<file path="src/rtl/mc_pkg.sv">
// rtl/mc_pkg.sv - shared types and constants for the multicycle MIPS controller
// Purpose: state enum, opcode/funct constants, ALU control codes and mux select
//          encodings shared by mc_control_fsm and mc_alu_decoder.
// Ports:   none (package).
package mc_pkg;

  typedef enum logic [3:0] {
    S_FETCH  = 4'd0,
    S_DECODE = 4'd1,
    S_MEMADR = 4'd2,
    S_MEMRD  = 4'd3,
    S_MEMWB  = 4'd4,
    S_MEMWR  = 4'd5,
    S_EXEC   = 4'd6,
    S_ALUWB  = 4'd7,
    S_BRANCH = 4'd8,
    S_ADDIEX = 4'd9,
    S_ADDIWB = 4'd10,
    S_JUMP   = 4'd11
  } state_t;

  localparam logic [5:0] OP_LW    = 6'b100011;
  localparam logic [5:0] OP_SW    = 6'b101011;
  localparam logic [5:0] OP_RTYPE = 6'b000000;
  localparam logic [5:0] OP_BEQ   = 6'b000100;
  localparam logic [5:0] OP_ADDI  = 6'b001000;
  localparam logic [5:0] OP_J     = 6'b000010;

  localparam logic [5:0] FUNCT_ADD = 6'b100000;
  localparam logic [5:0] FUNCT_SUB = 6'b100010;
  localparam logic [5:0] FUNCT_AND = 6'b100100;
  localparam logic [5:0] FUNCT_OR  = 6'b100101;
  localparam logic [5:0] FUNCT_SLT = 6'b101010;

  localparam logic [2:0] ALU_ADD = 3'b010;
  localparam logic [2:0] ALU_SUB = 3'b110;
  localparam logic [2:0] ALU_AND = 3'b000;
  localparam logic [2:0] ALU_OR  = 3'b001;
  localparam logic [2:0] ALU_SLT = 3'b111;

  localparam logic [1:0] ALUOP_ADD   = 2'b00;
  localparam logic [1:0] ALUOP_SUB   = 2'b01;
  localparam logic [1:0] ALUOP_FUNCT = 2'b10;

  localparam logic [1:0] SRCB_B      = 2'b00;
  localparam logic [1:0] SRCB_FOUR   = 2'b01;
  localparam logic [1:0] SRCB_IMM    = 2'b10;
  localparam logic [1:0] SRCB_IMM_SH = 2'b11;

  localparam logic [1:0] PCSRC_ALU    = 2'b00;
  localparam logic [1:0] PCSRC_ALUOUT = 2'b01;
  localparam logic [1:0] PCSRC_JUMP   = 2'b10;

endpackage

</file>
<file path="src/rtl/mc_control_fsm_if.sv">
// rtl/mc_control_fsm_if.sv - controller <-> datapath signal bundle
// Purpose: groups instruction fields, status inputs and all datapath controls.
// Ports (master = controller side):
//   in : op[5:0], funct[5:0], zero, mem_ready
//   out: pcen, irwrite, memwrite, mem_req, iord, regwrite, regdst, memtoreg,
//        alusrca, alusrcb[1:0], alucontrol[2:0], pcsrc[1:0], illegal_op,
//        state_dbg[3:0]
interface mc_control_fsm_if;

  logic [5:0] op;
  logic [5:0] funct;
  logic       zero;
  logic       mem_ready;

  logic       pcen;
  logic       irwrite;
  logic       memwrite;
  logic       mem_req;
  logic       iord;
  logic       regwrite;
  logic       regdst;
  logic       memtoreg;
  logic       alusrca;
  logic [1:0] alusrcb;
  logic [2:0] alucontrol;
  logic [1:0] pcsrc;
  logic       illegal_op;
  logic [3:0] state_dbg;

  modport master (
    input  op, funct, zero, mem_ready,
    output pcen, irwrite, memwrite, mem_req, iord, regwrite, regdst, memtoreg,
           alusrca, alusrcb, alucontrol, pcsrc, illegal_op, state_dbg
  );

  modport slave (
    output op, funct, zero, mem_ready,
    input  pcen, irwrite, memwrite, mem_req, iord, regwrite, regdst, memtoreg,
           alusrca, alusrcb, alucontrol, pcsrc, illegal_op, state_dbg
  );

endinterface

</file>
<file path="src/rtl/mc_alu_decoder.sv">
// rtl/mc_alu_decoder.sv - ALU control decode from FSM aluop and funct field
// Purpose: aluop 00 -> add, 01 -> sub, 10 -> decode funct (unknown -> add).
// Ports:
//   aluop[1:0]      in  operation class from the FSM
//   funct[5:0]      in  instr[5:0]
//   alucontrol[2:0] out ALU operation code
module mc_alu_decoder
  import mc_pkg::*;
(
  input  logic [1:0] aluop,
  input  logic [5:0] funct,
  output logic [2:0] alucontrol
);

  always_comb begin
    alucontrol = ALU_ADD;
    case (aluop)
      ALUOP_ADD: alucontrol = ALU_ADD;
      ALUOP_SUB: alucontrol = ALU_SUB;
      ALUOP_FUNCT: begin
        case (funct)
          FUNCT_ADD: alucontrol = ALU_ADD;
          FUNCT_SUB: alucontrol = ALU_SUB;
          FUNCT_AND: alucontrol = ALU_AND;
          FUNCT_OR:  alucontrol = ALU_OR;
          FUNCT_SLT: alucontrol = ALU_SLT;
          default:   alucontrol = ALU_ADD;
        endcase
      end
      default: alucontrol = ALU_ADD;
    endcase
  end

endmodule

</file>
<file path="src/rtl/mc_control_fsm.sv">
// rtl/mc_control_fsm.sv - multicycle MIPS main sequencing controller
// Purpose: steps each instruction through FETCH..JUMP and drives datapath
//          enables/selects; memory states stall on mem_ready.
// Ports:
//   clk    in  system clock, rising edge
//   rst_n  in  asynchronous active-low reset
//   bus    mc_control_fsm_if.master (op/funct/zero/mem_ready in, controls out)
// Parameter RESET_PC_HOLD: 1 forces all write enables low while rst_n is low.
module mc_control_fsm
  import mc_pkg::*;
#(
  parameter bit RESET_PC_HOLD = 1'b1
) (
  input  logic                  clk,
  input  logic                  rst_n,
  mc_control_fsm_if.master      bus
);

  state_t     state, next_state;

  logic       pcwrite;
  logic       branch;
  logic       irwrite_s;
  logic       memwrite_s;
  logic       mem_req_s;
  logic       regwrite_s;
  logic       illegal_s;
  logic       iord_s;
  logic       regdst_s;
  logic       memtoreg_s;
  logic       alusrca_s;
  logic [1:0] alusrcb_s;
  logic [1:0] aluop;
  logic [1:0] pcsrc_s;
  logic       alu_en;
  logic [2:0] alu_raw;
  logic       hold;

  always_ff @(posedge clk or negedge rst_n) begin
    if (!rst_n) state <= S_FETCH;
    else        state <= next_state;
  end

  always_comb begin
    next_state = state;
    pcwrite    = 1'b0;
    branch     = 1'b0;
    irwrite_s  = 1'b0;
    memwrite_s = 1'b0;
    mem_req_s  = 1'b0;
    regwrite_s = 1'b0;
    illegal_s  = 1'b0;
    iord_s     = 1'b0;
    regdst_s   = 1'b0;
    memtoreg_s = 1'b0;
    alusrca_s  = 1'b0;
    alusrcb_s  = SRCB_B;
    aluop      = ALUOP_ADD;
    pcsrc_s    = PCSRC_ALU;
    alu_en     = 1'b1;

    case (state)
      S_FETCH: begin
        mem_req_s = 1'b1;
        alusrcb_s = SRCB_FOUR;
        // Instruction load and PC+4 commit only on the cycle memory delivers.
        irwrite_s = bus.mem_ready;
        pcwrite   = bus.mem_ready;
        if (bus.mem_ready) next_state = S_DECODE;
      end
      S_DECODE: begin
        // Precompute branch target PC + (imm<<2) while decoding.
        alusrcb_s = SRCB_IMM_SH;
        case (bus.op)
          OP_LW, OP_SW: next_state = S_MEMADR;
          OP_RTYPE:     next_state = S_EXEC;
          OP_BEQ:       next_state = S_BRANCH;
          OP_ADDI:      next_state = S_ADDIEX;
          OP_J:         next_state = S_JUMP;
          default: begin
            illegal_s  = 1'b1;
            next_state = S_FETCH;
          end
        endcase
      end
      S_MEMADR: begin
        alusrca_s  = 1'b1;
        alusrcb_s  = SRCB_IMM;
        next_state = (bus.op == OP_SW) ? S_MEMWR : S_MEMRD;
      end
      S_MEMRD: begin
        mem_req_s = 1'b1;
        iord_s    = 1'b1;
        if (bus.mem_ready) next_state = S_MEMWB;
      end
      S_MEMWB: begin
        regwrite_s = 1'b1;
        memtoreg_s = 1'b1;
        next_state = S_FETCH;
      end
      S_MEMWR: begin
        mem_req_s  = 1'b1;
        iord_s     = 1'b1;
        memwrite_s = bus.mem_ready;
        if (bus.mem_ready) next_state = S_FETCH;
      end
      S_EXEC: begin
        alusrca_s  = 1'b1;
        aluop      = ALUOP_FUNCT;
        next_state = S_ALUWB;
      end
      S_ALUWB: begin
        regwrite_s = 1'b1;
        regdst_s   = 1'b1;
        next_state = S_FETCH;
      end
      S_BRANCH: begin
        alusrca_s  = 1'b1;
        aluop      = ALUOP_SUB;
        branch     = 1'b1;
        pcsrc_s    = PCSRC_ALUOUT;
        next_state = S_FETCH;
      end
      S_ADDIEX: begin
        alusrca_s  = 1'b1;
        alusrcb_s  = SRCB_IMM;
        next_state = S_ADDIWB;
      end
      S_ADDIWB: begin
        regwrite_s = 1'b1;
        next_state = S_FETCH;
      end
      S_JUMP: begin
        pcwrite    = 1'b1;
        pcsrc_s    = PCSRC_JUMP;
        next_state = S_FETCH;
      end
      default: begin
        // Encodings 12-15: everything quiet, including the ALU code.
        alu_en     = 1'b0;
        next_state = S_FETCH;
      end
    endcase
  end

  mc_alu_decoder u_alu_decoder (
    .aluop      (aluop),
    .funct      (bus.funct),
    .alucontrol (alu_raw)
  );

  // Reset gating is combinational so enables drop the instant rst_n falls,
  // before the state register has been observed at FETCH by anyone.
  assign hold = RESET_PC_HOLD & ~rst_n;

  assign bus.pcen       = (pcwrite | (branch & bus.zero)) & ~hold;
  assign bus.irwrite    = irwrite_s  & ~hold;
  assign bus.memwrite   = memwrite_s & ~hold;
  assign bus.mem_req    = mem_req_s  & ~hold;
  assign bus.regwrite   = regwrite_s & ~hold;
  assign bus.illegal_op = illegal_s  & ~hold;
  assign bus.iord       = iord_s;
  assign bus.regdst     = regdst_s;
  assign bus.memtoreg   = memtoreg_s;
  assign bus.alusrca    = alusrca_s;
  assign bus.alusrcb    = alusrcb_s;
  assign bus.alucontrol = alu_en ? alu_raw : 3'b000;
  assign bus.pcsrc      = pcsrc_s;
  assign bus.state_dbg  = state;

endmodule

</file>
<file path="src/flat_wrapper.sv">
// flat-port wrapper written by rule: the top's interface ports become plain ports
module mc_control_fsm_flat import mc_pkg::*;
#(
  parameter bit RESET_PC_HOLD = 1'b1
)
  (clk, rst_n, bus_op, bus_funct, bus_zero, bus_mem_ready, bus_pcen, bus_irwrite, bus_memwrite, bus_mem_req, bus_iord, bus_regwrite, bus_regdst, bus_memtoreg, bus_alusrca, bus_alusrcb, bus_alucontrol, bus_pcsrc, bus_illegal_op, bus_state_dbg);
  mc_control_fsm_if bus_i ();
  input  logic clk;
  input  logic rst_n;
  input wire logic [$bits(bus_i.op)-1:0] bus_op;
  input wire logic [$bits(bus_i.funct)-1:0] bus_funct;
  input wire logic [$bits(bus_i.zero)-1:0] bus_zero;
  input wire logic [$bits(bus_i.mem_ready)-1:0] bus_mem_ready;
  output wire logic [$bits(bus_i.pcen)-1:0] bus_pcen;
  output wire logic [$bits(bus_i.irwrite)-1:0] bus_irwrite;
  output wire logic [$bits(bus_i.memwrite)-1:0] bus_memwrite;
  output wire logic [$bits(bus_i.mem_req)-1:0] bus_mem_req;
  output wire logic [$bits(bus_i.iord)-1:0] bus_iord;
  output wire logic [$bits(bus_i.regwrite)-1:0] bus_regwrite;
  output wire logic [$bits(bus_i.regdst)-1:0] bus_regdst;
  output wire logic [$bits(bus_i.memtoreg)-1:0] bus_memtoreg;
  output wire logic [$bits(bus_i.alusrca)-1:0] bus_alusrca;
  output wire logic [$bits(bus_i.alusrcb)-1:0] bus_alusrcb;
  output wire logic [$bits(bus_i.alucontrol)-1:0] bus_alucontrol;
  output wire logic [$bits(bus_i.pcsrc)-1:0] bus_pcsrc;
  output wire logic [$bits(bus_i.illegal_op)-1:0] bus_illegal_op;
  output wire logic [$bits(bus_i.state_dbg)-1:0] bus_state_dbg;
  assign bus_i.op = bus_op;
  assign bus_i.funct = bus_funct;
  assign bus_i.zero = bus_zero;
  assign bus_i.mem_ready = bus_mem_ready;
  assign bus_pcen = bus_i.pcen;
  assign bus_irwrite = bus_i.irwrite;
  assign bus_memwrite = bus_i.memwrite;
  assign bus_mem_req = bus_i.mem_req;
  assign bus_iord = bus_i.iord;
  assign bus_regwrite = bus_i.regwrite;
  assign bus_regdst = bus_i.regdst;
  assign bus_memtoreg = bus_i.memtoreg;
  assign bus_alusrca = bus_i.alusrca;
  assign bus_alusrcb = bus_i.alusrcb;
  assign bus_alucontrol = bus_i.alucontrol;
  assign bus_pcsrc = bus_i.pcsrc;
  assign bus_illegal_op = bus_i.illegal_op;
  assign bus_state_dbg = bus_i.state_dbg;
  mc_control_fsm #(.RESET_PC_HOLD(RESET_PC_HOLD)) u_core (.clk(clk), .rst_n(rst_n), .bus(bus_i));
endmodule
</file>
<file path="config.mk">
export PLATFORM = sky130hd
export DESIGN_NAME = mc_control_fsm_flat
export DESIGN_NICKNAME = d
export VERILOG_FILES = /design/src/rtl/mc_pkg.sv /design/src/rtl/mc_control_fsm_if.sv /design/src/rtl/mc_alu_decoder.sv /design/src/rtl/mc_control_fsm.sv /design/src/flat_wrapper.sv
export SDC_FILE = /design/constraint.sdc
export NUM_CORES = 1
export LEC_CHECK = 0
export CORE_UTILIZATION = 42
export CTS_CLUSTER_SIZE = 40
export DETAILED_ROUTE_END_ITERATION = 8
export GPL_TIMING_DRIVEN = 0
export HOLD_SLACK_MARGIN = 0.1
export PLACE_DENSITY = 0.85
export REMOVE_ABC_BUFFERS = 1
export SLEW_MARGIN = 30
export SYNTH_ARGS = -nofsm -noshare
export SYNTH_HDL_FRONTEND = slang
export SYNTH_SLANG_ARGS = --single-unit
</file>
<file path="constraint.sdc">
create_clock -name clk -period 5.9 [get_ports clk]
set_input_delay 1.475 -clock clk [delete_from_list [all_inputs] [get_ports clk]]
set_output_delay 1.475 -clock clk [all_outputs]
set_load 0.005 [all_outputs]
</file>
==> metrics.md <==
| Metric | Value |
|---|---|
| CP Class | `input pin to output port` |
| Flops & latches, synth | `4` |
| Period minus WS final | `4.78 ns` |
| WL/cell | `13.5 um` |
| Crit path top cell by count | `clkdlybuf4s50_1` |
| CP cell instances | `clkdlybuf4s50_1 > nand2b_1 > nor4b_1 > a21oi_1 > nor3b_1 > clkdlybuf4s50_1` |
| Initial Util | `45.7%` |
| Reg-to-reg startpoint | `u_core.bus.state_dbg[2]` |
| Pwr dens | `305 nW/um2` |
| Startpoint Class | `input pin` |
| Die area | `1830 um2` |
| DRT iter0 DRCs | `31` |
| Global route total overflow | `0` |
| Share of layout cells above drive strength 1 | `5.30%` |
| Largest net degree at the start of global routing | `19` |
| Clock-pin slew on the worst setup and hold paths | `0.04 ns` |
| Die width | `42.7 um` |
| Worst path required time | `4.43 ns` |
| Worst Setup End Kind | `output port` |
| Synthesized instance count | `100` |
| Critical Path Stages | `6` |
| Initial antenna violation count | `0` |
| GRT Util Overall | `24.1%` |
| Clock Skew | `0.00101 ns` |
| First-pass GRT wire length | `3360 um` |
| Setup repair bufs after CTS | `0` |
| Crit path launch | `bus_funct[4]` |
| Max-Cap Viols | `0` |
| Hold Path Depth | `1` |
| IO Count | `37` |
| Count of input and output buffers | `36` |
| Pins Over Slew Limit | `0` |
| Clock sink total | `4` |
| P&R area growth vs syn | `51.2%` |
| TritonCTS buffer count | `3` |
| # setup viols final | `0` |
| Tot Pwr | `0.000322 W` |
| Cell taking the most area after synthesis | `dfrtp_1` |
| Max H-tree Level | `1` |
| DR vias/cell | `5.85` |
| Top cell type's share of synthesized area | `14.4%` |
| Max reg flops | `4` |
| Fill count | `133` |
| Crit share post-route | `81.0%` |
| Synth top area cells | `dfrtp_1 (14%), nor3_1 (8.6%), a21oi_1 (6.5%)` |
| Vias in the first global route | `764` |
| Maximum clock frequency | `209 MHz` |
| RePlAce Congestion | `0.907` |
| Hold_buf cts | `0` |
| CP Buf/Inv Count | `2` |
| Top delay family on crit path | `buffers and inverters` |
| DIE HEIGHT | `42.7 um` |
| FF+latch area | `100 um2` |
| Dpl hpwl | `1530 um` |
| Max incr delay on CP | `0.53 ns` |
| Ys Warns | `0` |
| HP Start | `u_core.bus.state_dbg[3]` |
| Worst EP arrival | `3.31 ns` |
| DRC viols | `0` |
| Worst slew pin tran | `0.539 ns` |
| RSZ-0062 raised after global routing | `false` |
| Hold WC Path Type | `register to register` |
| TritonCTS clock tree | `yes` |
| Area of the multi-input gates | `524 um2` |
| Crit Path Max Fanout | `2` |
| Outcome | `completed` |
| Leakage | `0.378 nW` |
| Core area | `1520 um2` |
| Setup TNS | `0 ns` |
| CP max stage cell | `clkdlybuf4s50_1` |
| Resized cells post-CTS | `0` |
| Remaining antenna violation count | `0` |
| Clk buf depth | `2` |
| Via count | `866` |
| Cell Area, Synth | `697 um2` |
| Clk Latency, worst-skew pair | `0.25 ns` |
| Diode count | `0` |
| Number of nets in the layout | `153` |
| Post-synth cell types | `34` |
| R2r worst-path depth | `4` |
| CTS Root Cell | `clkbuf_4` |
| Worst IR Drop VDD | `0.207 mV` |
| Syn_area_per_cell | `6.97 um2` |
| Pre-antenna DRT Iters | `4` |
| Rows | `14` |
| Slew margin rel. | `64.1%` |
| Seq/Total Area, Yosys | `14.4%` |
| Routed WL | `2000 um` |
| Hold Vio Cnt, Final | `0` |
cell families after synthesis:
kind of cell	count (synthesis)	synth area share [%]
AND/OR/NAND/NOR	49	41.5
flip-flops	4	14.4
buffers and inverters	14	10.4
XOR/XNOR	4	5.03
adder cells (fa/ha/maj)	3	5.39
AO/OA/AOI/OAI	26	23.3
through the flow:
step	instances	hold WS [ns]	setup slack (ns)	instance area (um2)	utilization, %
6_report	148	0.828	1.12	1050	69.1
5_1_grt	148	0.875	1.02	1050	69.1
4_1_cts	148	0.820	1.09	1050	69.1
3_5_place_dp	145	0.810	1.10	1030	67.7
3_3_place_gp	145	0.790	1.19	1030	67.7
2_1_floorplan	93	0.710	2.19	651	-
path summary, 6_finish.rpt:
check,endpoint,slack [ns]
min in group asynchronous,u_core.bus.state_dbg[1],1.47
worst max register to register,u_core.bus.state_dbg[2],4.30
worst min-delay path,u_core.bus.state_dbg[2],0.83
worst min register to register,u_core.bus.state_dbg[2],0.83
max in group asynchronous,u_core.bus.state_dbg[2],4.21
worst max-delay path,bus_alucontrol[2],1.12
placed cells by master, fill, tap and decap left out:
cell and count:
clkdlybuf4s50_1 36, nor3_1 12, nor2_1 9, a21oi_1 9, inv_1 7, o21ai_0 5, nor2b_1 4, nand2b_1 4
nand2_1 4, nor4b_1 4, dfrtp_1 4, nand3_1 3, xor2_1 3, nor3b_1 3, ha_1 3, clkbuf_4 3
nor4_2 2, o22ai_1 2, or2_1 1, xnor2_1 1, a21boi_0 1, a22oi_1 1, o21bai_1 1, o21a_1 1
or4_4 1, or2_4 1, o211a_1 1, a32oi_1 1, a31oi_1 1, a2bb2oi_1 1, o31ai_1 1, or3_1 1
o311ai_1 1
Yosys cell counts:
master / number
buf_6: 2
o21a_1: 1
a2bb2oi_1: 1
nor2_1: 9
or2_1: 1
nor3_1: 12
a31oi_1: 1
a21boi_0: 1
nor3b_1: 3
o31ai_1: 1
o21ai_0: 5
o22ai_1: 2
nor4_2: 2
nor4b_1: 4
ha_1: 3
clkbuf_1: 1
xnor2_1: 1
nand2b_1: 4
or2_4: 1
nor2b_1: 4
dfrtp_1: 4
inv_1: 7
a21oi_1: 9
a32oi_1: 1
o311ai_1: 1
or3_1: 1
o21bai_1: 1
nand3_1: 3
xor2_1: 3
or4_4: 1
buf_2: 4
nand2_1: 4
o211a_1: 1
a22oi_1: 1
power by group:
group          switching [W]  leakage (nW)  total (W)  internal (W)
Combinational      0.0000913         0.311   0.000212      0.000121
Clock              0.0000149        0.0138  0.0000379     0.0000230
Sequential         0.0000360        0.0536  0.0000719     0.0000359
worst register-to-register path: stages (launching register included):
cell and delay (ns):
dfrtp_1 0.57, or2_1 0.42, nor4_2 0.33, a31oi_1 0.07, o22ai_1 0.13
layout make-up:
| type | instances | share of cell area (%) |
|---|---|---|
| repair buffers | 36 | 34.2 |
| flip-flops and latches | 4 | 9.50 |
| clock buffers | 3 | 2.14 |
| well taps | 16 | 1.90 |
| inverters | 7 | 2.49 |
| multi-input cells | 82 | 49.8 |
metal layers:
| metal | share of wire (%) | track usage [%] |
|---|---|---|
| met4 | 0.50 | 7.50 |
| met5 | 0 | 0 |
| met2 | 49 | 37.6 |
| met1 | 43 | 31.3 |
| met3 | 7.3 | 7.66 |
No activity file was read; power rests on OpenSTA's default activity.
